**src/rtl/fetch_instruction_pkg.sv**
```systemverilog
// Shared constants and FSM encoding for the stack CPU instruction fetch unit.
package fetch_instruction_pkg;

    localparam int unsigned ADDRESS_BITS = 8;
    localparam int unsigned DATA_BITS    = 16;

    localparam logic RAM_READ  = 1'b0;
    localparam logic RAM_WRITE = 1'b1;

    typedef enum logic [0:0] {
        FETCH_ADDR  = 1'b0,
        FETCH_LATCH = 1'b1
    } fetchStateT;

endpackage

```
**src/rtl/fetch_instruction_if.sv**
```systemverilog
// Fetch unit bus: PC selection in, fetched byte out, and the IceRam read port.
interface fetch_instruction_if
    import fetch_instruction_pkg::*;
#(
    parameter int unsigned addrBits = ADDRESS_BITS,
    parameter int unsigned dataBits = DATA_BITS
);

    logic                useInternalProgramCounter;
    logic [8:0]          programCounter;
    logic [addrBits-1:0] programAddress;
    logic                programRw;
    logic [dataBits-1:0] programDataOut;
    logic [7:0]          instruction;
    logic [8:0]          nextProgramCounter;
    logic                fetchWillFinish;

    modport master (
        input  useInternalProgramCounter,
        input  programCounter,
        input  programDataOut,
        output programAddress,
        output programRw,
        output instruction,
        output nextProgramCounter,
        output fetchWillFinish
    );

    modport slave (
        output useInternalProgramCounter,
        output programCounter,
        output programDataOut,
        input  programAddress,
        input  programRw,
        input  instruction,
        input  nextProgramCounter,
        input  fetchWillFinish
    );

endinterface

```
**src/rtl/fetch_instruction.sv**
```systemverilog
// Two-cycle instruction fetch: present a word address, then latch the selected byte
// from the 1-cycle-latency program RAM.
module fetch_instruction
    import fetch_instruction_pkg::*;
#(
    parameter int unsigned addrBits = ADDRESS_BITS,
    parameter int unsigned dataBits = DATA_BITS
) (
    input logic                 clk,
    input logic                 reset,
    fetch_instruction_if.master bus
);

    fetchStateT          state;
    logic [8:0]          pcReg;
    logic [8:0]          internalPc;
    logic [7:0]          instructionReg;
    logic [8:0]          nextPcReg;
    logic                fetchWillFinishReg;
    logic [8:0]          selPc;
    logic [addrBits-1:0] addrComb;
    logic [dataBits-1:0] ramWord;

    assign ramWord = bus.programDataOut;
    assign selPc   = bus.useInternalProgramCounter ? internalPc : bus.programCounter;

    // Address follows the selected PC while in ADDR, then holds pcReg so the RAM
    // output stays tied to the fetch in flight.
    always_comb begin
        addrComb      = '0;
        addrComb[7:0] = (state == FETCH_ADDR) ? selPc[8:1] : pcReg[8:1];
    end

    always_ff @(posedge clk or posedge reset) begin
        if (reset) begin
            state              <= FETCH_ADDR;
            pcReg              <= '0;
            internalPc         <= '0;
            instructionReg     <= '0;
            nextPcReg          <= '0;
            fetchWillFinishReg <= 1'b0;
        end else begin
            case (state)
                FETCH_ADDR: begin
                    pcReg              <= selPc;
                    fetchWillFinishReg <= 1'b1;
                    state              <= FETCH_LATCH;
                end
                FETCH_LATCH: begin
                    // Big-endian packing: even byte lives in the high half of the word.
                    instructionReg     <= pcReg[0] ? ramWord[7:0] : ramWord[15:8];
                    nextPcReg          <= pcReg + 9'd1;
                    internalPc         <= pcReg + 9'd1;
                    fetchWillFinishReg <= 1'b0;
                    state              <= FETCH_ADDR;
                end
                default: begin
                    state              <= FETCH_ADDR;
                    fetchWillFinishReg <= 1'b0;
                end
            endcase
        end
    end

    assign bus.programAddress     = addrComb;
    assign bus.programRw          = RAM_READ;
    assign bus.instruction        = instructionReg;
    assign bus.nextProgramCounter = nextPcReg;
    assign bus.fetchWillFinish    = fetchWillFinishReg;

endmodule

```
**src/flat_wrapper.sv**
```systemverilog
// flat-port wrapper written by rule: the top's interface ports become plain ports
module fetch_instruction_flat import fetch_instruction_pkg::*;
#(
    parameter int unsigned addrBits = ADDRESS_BITS,
    parameter int unsigned dataBits = DATA_BITS
)
  (clk, reset, bus_useInternalProgramCounter, bus_programCounter, bus_programDataOut, bus_programAddress, bus_programRw, bus_instruction, bus_nextProgramCounter, bus_fetchWillFinish);
  fetch_instruction_if #(.addrBits(addrBits), .dataBits(dataBits)) bus_i ();
  input logic clk;
  input logic reset;
  input wire logic [$bits(bus_i.useInternalProgramCounter)-1:0] bus_useInternalProgramCounter;
  input wire logic [$bits(bus_i.programCounter)-1:0] bus_programCounter;
  input wire logic [$bits(bus_i.programDataOut)-1:0] bus_programDataOut;
  output wire logic [$bits(bus_i.programAddress)-1:0] bus_programAddress;
  output wire logic [$bits(bus_i.programRw)-1:0] bus_programRw;
  output wire logic [$bits(bus_i.instruction)-1:0] bus_instruction;
  output wire logic [$bits(bus_i.nextProgramCounter)-1:0] bus_nextProgramCounter;
  output wire logic [$bits(bus_i.fetchWillFinish)-1:0] bus_fetchWillFinish;
  assign bus_i.useInternalProgramCounter = bus_useInternalProgramCounter;
  assign bus_i.programCounter = bus_programCounter;
  assign bus_i.programDataOut = bus_programDataOut;
  assign bus_programAddress = bus_i.programAddress;
  assign bus_programRw = bus_i.programRw;
  assign bus_instruction = bus_i.instruction;
  assign bus_nextProgramCounter = bus_i.nextProgramCounter;
  assign bus_fetchWillFinish = bus_i.fetchWillFinish;
  fetch_instruction #(.addrBits(addrBits), .dataBits(dataBits)) u_core (.clk(clk), .reset(reset), .bus(bus_i));
endmodule
```
**config.mk**
```make
export PLATFORM = sky130hd
export DESIGN_NAME = fetch_instruction_flat
export DESIGN_NICKNAME = d
export VERILOG_FILES = /design/src/rtl/fetch_instruction_pkg.sv /design/src/rtl/fetch_instruction_if.sv /design/src/rtl/fetch_instruction.sv /design/src/flat_wrapper.sv
export SDC_FILE = /design/constraint.sdc
export NUM_CORES = 1
export LEC_CHECK = 0
export BUFFER_PORTS_ARGS = -buffer_cell sky130_fd_sc_hd__buf_4
export CAP_MARGIN = 10
export CORE_MARGIN = 2
export CORE_UTILIZATION = 42
export CTS_CLUSTER_SIZE = 40
export DETAILED_ROUTE_END_ITERATION = 8
export GPL_ROUTABILITY_DRIVEN = 0
export HOLD_SLACK_MARGIN = 0.15
export PLACE_DENSITY = 0.81
export SLEW_MARGIN = 20
export SYNTH_ARGS = -nofsm -noshare
export SYNTH_HDL_FRONTEND = slang
export SYNTH_SLANG_ARGS = --single-unit
```
**constraint.sdc**
```tcl
create_clock -name clk -period 1.3 [get_ports clk]
set_input_delay 0.195 -clock clk [delete_from_list [all_inputs] [get_ports clk]]
set_output_delay 0.195 -clock clk [all_outputs]
set_load 0.005 [all_outputs]
```
==> impl_metrics.json <==
{
  "fp.dieW_um": 58.8,
  "htreeDepth": 1,
  "clkTransAtPathRegs_ps": 140,
  "crit_chain": "mux2i_1 > o21ai_4 > buf_6",
  "syn_avg_cell_area_um2": 10.1,
  "hold_path.class": "in -> reg",
  "grt_pass1_vias": 1231,
  "p_per_area_nw_per_um2": 1090,
  "multiInputGateArea_um2": 662,
  "ys_types": 22,
  "seq_area_frac_synth_pct": 53.6,
  "drc": 4,
  "antenna_found_initial": 0,
  "worstPathArrival_ps": 1280,
  "grt_overflow_total": 0,
  "swShare_pct": 31.3,
  "wirelength_um": 3790,
  "nFillCells": 193,
  "num_vias": 1248,
  "critPathSlowestCell": "dfrtp_1",
  "critPathTopFamily": "flip-flops",
  "drive_gt1_share_pct": 55.3,
  "clkLatencyLatePin_ps": 320,
  "finalSetupTns_ps": -1270,
  "fin_ws_ps": -170,
  "power.total_mw": 2.29,
  "rsz0062_at_grt": "yes",
  "switchingPower_uw": 718,
  "cap_violations": 0,
  "ir_worst_vdd_mv": 0.642,
  "crit_buf_inv": 1,
  "slowest_delay_ps": 440,
  "finalSetupViolations": 11,
  "power_leakage_nw": 1.01,
  "die_h_um": 58.8,
  "syn_nets": 154,
  "final_cell_mix": "buf_4, dfrtp_1, mux2i_1",
  "hold_violations": 0,
  "worstSetupPathType": "reg -> out",
  "wl_per_cell_um": 16.5,
  "fmax_mhz": 680,
  "netlist_instances": 125,
  "period_minus_slack_ps": 1470,
  "p_int_mw": 1.57,
  "startpoint_type": "flop",
  "num_io_pins": 55,
  "initial_utilization_pct": 45.0,
  "layout_commonest_cell": "buf_4",
  "violations": "DRC, setup timing",
  "outcome": "finished with violations",
  "grt_pass1_wl_um": 5820,
  "yosysWarnings": 0,
  "pwr-share-seq_pct": 49.6,
  "diodes": 0,
  "drt-initial-drc-count": 45,
  "cts_tree": "yes",
  "vias_per_cell": 5.43,
  "regArea_um2": 683,
  "dieArea_um2": 3460,
  "cts.sinks": 27,
  "p_clk_share_pct": 15.7,
  "slew_viol_final": 0,
  "rows": 19,
  "clock_skew_ps": 3.92,
  "syn_to_final_growth_pct": 66.1,
  "crit_fanout": 3,
  "finalCritPeriodShare_pct": 113,
  "ys_seq_elements": 27,
  "post-dp-hpwl_um": 2290,
  "crit_required_ps": 1110,
  "clock_path_buffers": 2,
  "clock-root-buffer": "clkbuf_4",
  "grt_usage_pct": 22.1,
  "combPwrFrac_pct": 34.7,
  "layout.nets": 229,
  "portBuffers": 53,
  "ant_nets": 0,
  "core_area_um2": 2810,
  "synth_area_um2": 1260,
  "first_pass_iters": 6,
  "cts_inserted_buffers": 3,
  "grt_max_degree": 28,
  "endpoint_kind": "output port"
}
==> metal layers <==
metal  vias to the layer above  share of wire, %  global-route usage (%)
li1                        577                 -                       -
met1                       613                39                    27.1
met2                        54                54                    40.5
met3                         4               6.7                    4.40
met4                         0              0.53                    3.90
met5                         -                 0                       0
==> stage by stage <==
stage	instances	setup WS, ps	util, %	instance area, um2	hold slack (ps)
3_3_place_gp	208	73.3	61.7	1730	272
6_report	230	-170	74.7	2090	159
2_1_floorplan	125	41.9	-	1260	248
5_1_grt	230	-260	74.7	2090	163
4_1_cts	225	-134	69.3	1940	153
3_5_place_dp	208	-22.0	61.7	1730	286
==> path summary, 6_finish.rpt <==
check | start | endpoint | slack [ps] | cells after the start
min in group asynchronous | reset | u_core.internalPc[0] | 470 | 4
worst min-delay path | bus_programDataOut[10] | u_core.bus.instruction[2] | 160 | 3
worst max register to register | u_core.pcReg[0] | u_core.internalPc[8] | -80 | 4
worst max-delay path | u_core.internalPc[1] | bus_programAddress[0] | -170 | 3
max in group asynchronous | reset | u_core.pcReg[6] | 550 | 4
worst min register to register | u_core.internalPc[0] | u_core.internalPc[0] | 540 | 1
==> synthesized netlist by cell type (all sizes together) <==
cell type / count / area, um2
ha: 1 / 12.5
inv: 3 / 11.3
xnor2: 2 / 17.5
conb: 1 / 3.75
nand3: 3 / 20.0
o21a: 1 / 7.51
buf: 3 / 17.5
mux2i: 17 / 170
a21oi: 11 / 55.1
a31oi: 4 / 25.0
mux2: 1 / 11.3
o21ai: 13 / 65.1
clkbuf: 6 / 22.5
nand4: 2 / 18.8
dfrtp: 27 / 676
xor2: 1 / 8.76
nor2: 15 / 56.3
nand2: 10 / 37.5
or3: 4 / 25.0
==> state kept, by name (all words and copies together) (netlist names) <==
register	count
u_core.bus.instruction	8
u_core.internalPc	9
u_core.pcReg	9
u_core.state	1
==> worst reg2reg max path, cell delays in order, from the launching register on <==
cell	delay [ps]
dfrtp_1	430
ha_2	230
nand3_2	110
or3_4	360
a31oi_4	190
==> area by class of cell <==
type                    count  share of cell area, %
multi-input cells          86                   31.6
repair buffers             79                   32.1
well taps                  31                   1.85
inverters                   3                  0.538
flip-flops and latches     27                   32.6
clock buffers               4                   1.25
==> power by group through the flow <==
| stage | clock network, mW | logic, mW | registers [mW] |
|---|---|---|---|
| 2_1_floorplan | 0 | 0.249 | 1.10 |
| 3_3_place_gp | 0 | 0.576 | 1.10 |
| 3_5_place_dp | 0 | 0.596 | 1.12 |
| 4_1_cts | 0.376 | 0.675 | 1.11 |
| 5_1_grt | 0.417 | 0.862 | 1.16 |
| 6_report | 0.361 | 0.795 | 1.14 |
==> repair_timing <==
item	4_1_cts	5_1_grt
hold endpoints to repair	27	1
endpoints found under the setup margin	11	13
setup buffers	10	4
hold buffers	1	1
cloned	2	0
pin swaps	5	10
resized for setup	27	27
==> logic make-up (layout without fill, tap and decap cells) <==
family	count (synthesis)	count (layout)	synth area share [%]
other cells	1	1	0.297
mux	18	18	14.4
flops	27	27	53.6
fa+ha+maj	1	1	0.992
compound gates	29	29	12.1
simple gates	34	34	12.5
xor+xnor	3	3	2.08
buf+inv	12	86	4.07
Note: power is estimated with default switching activity, not from simulation.
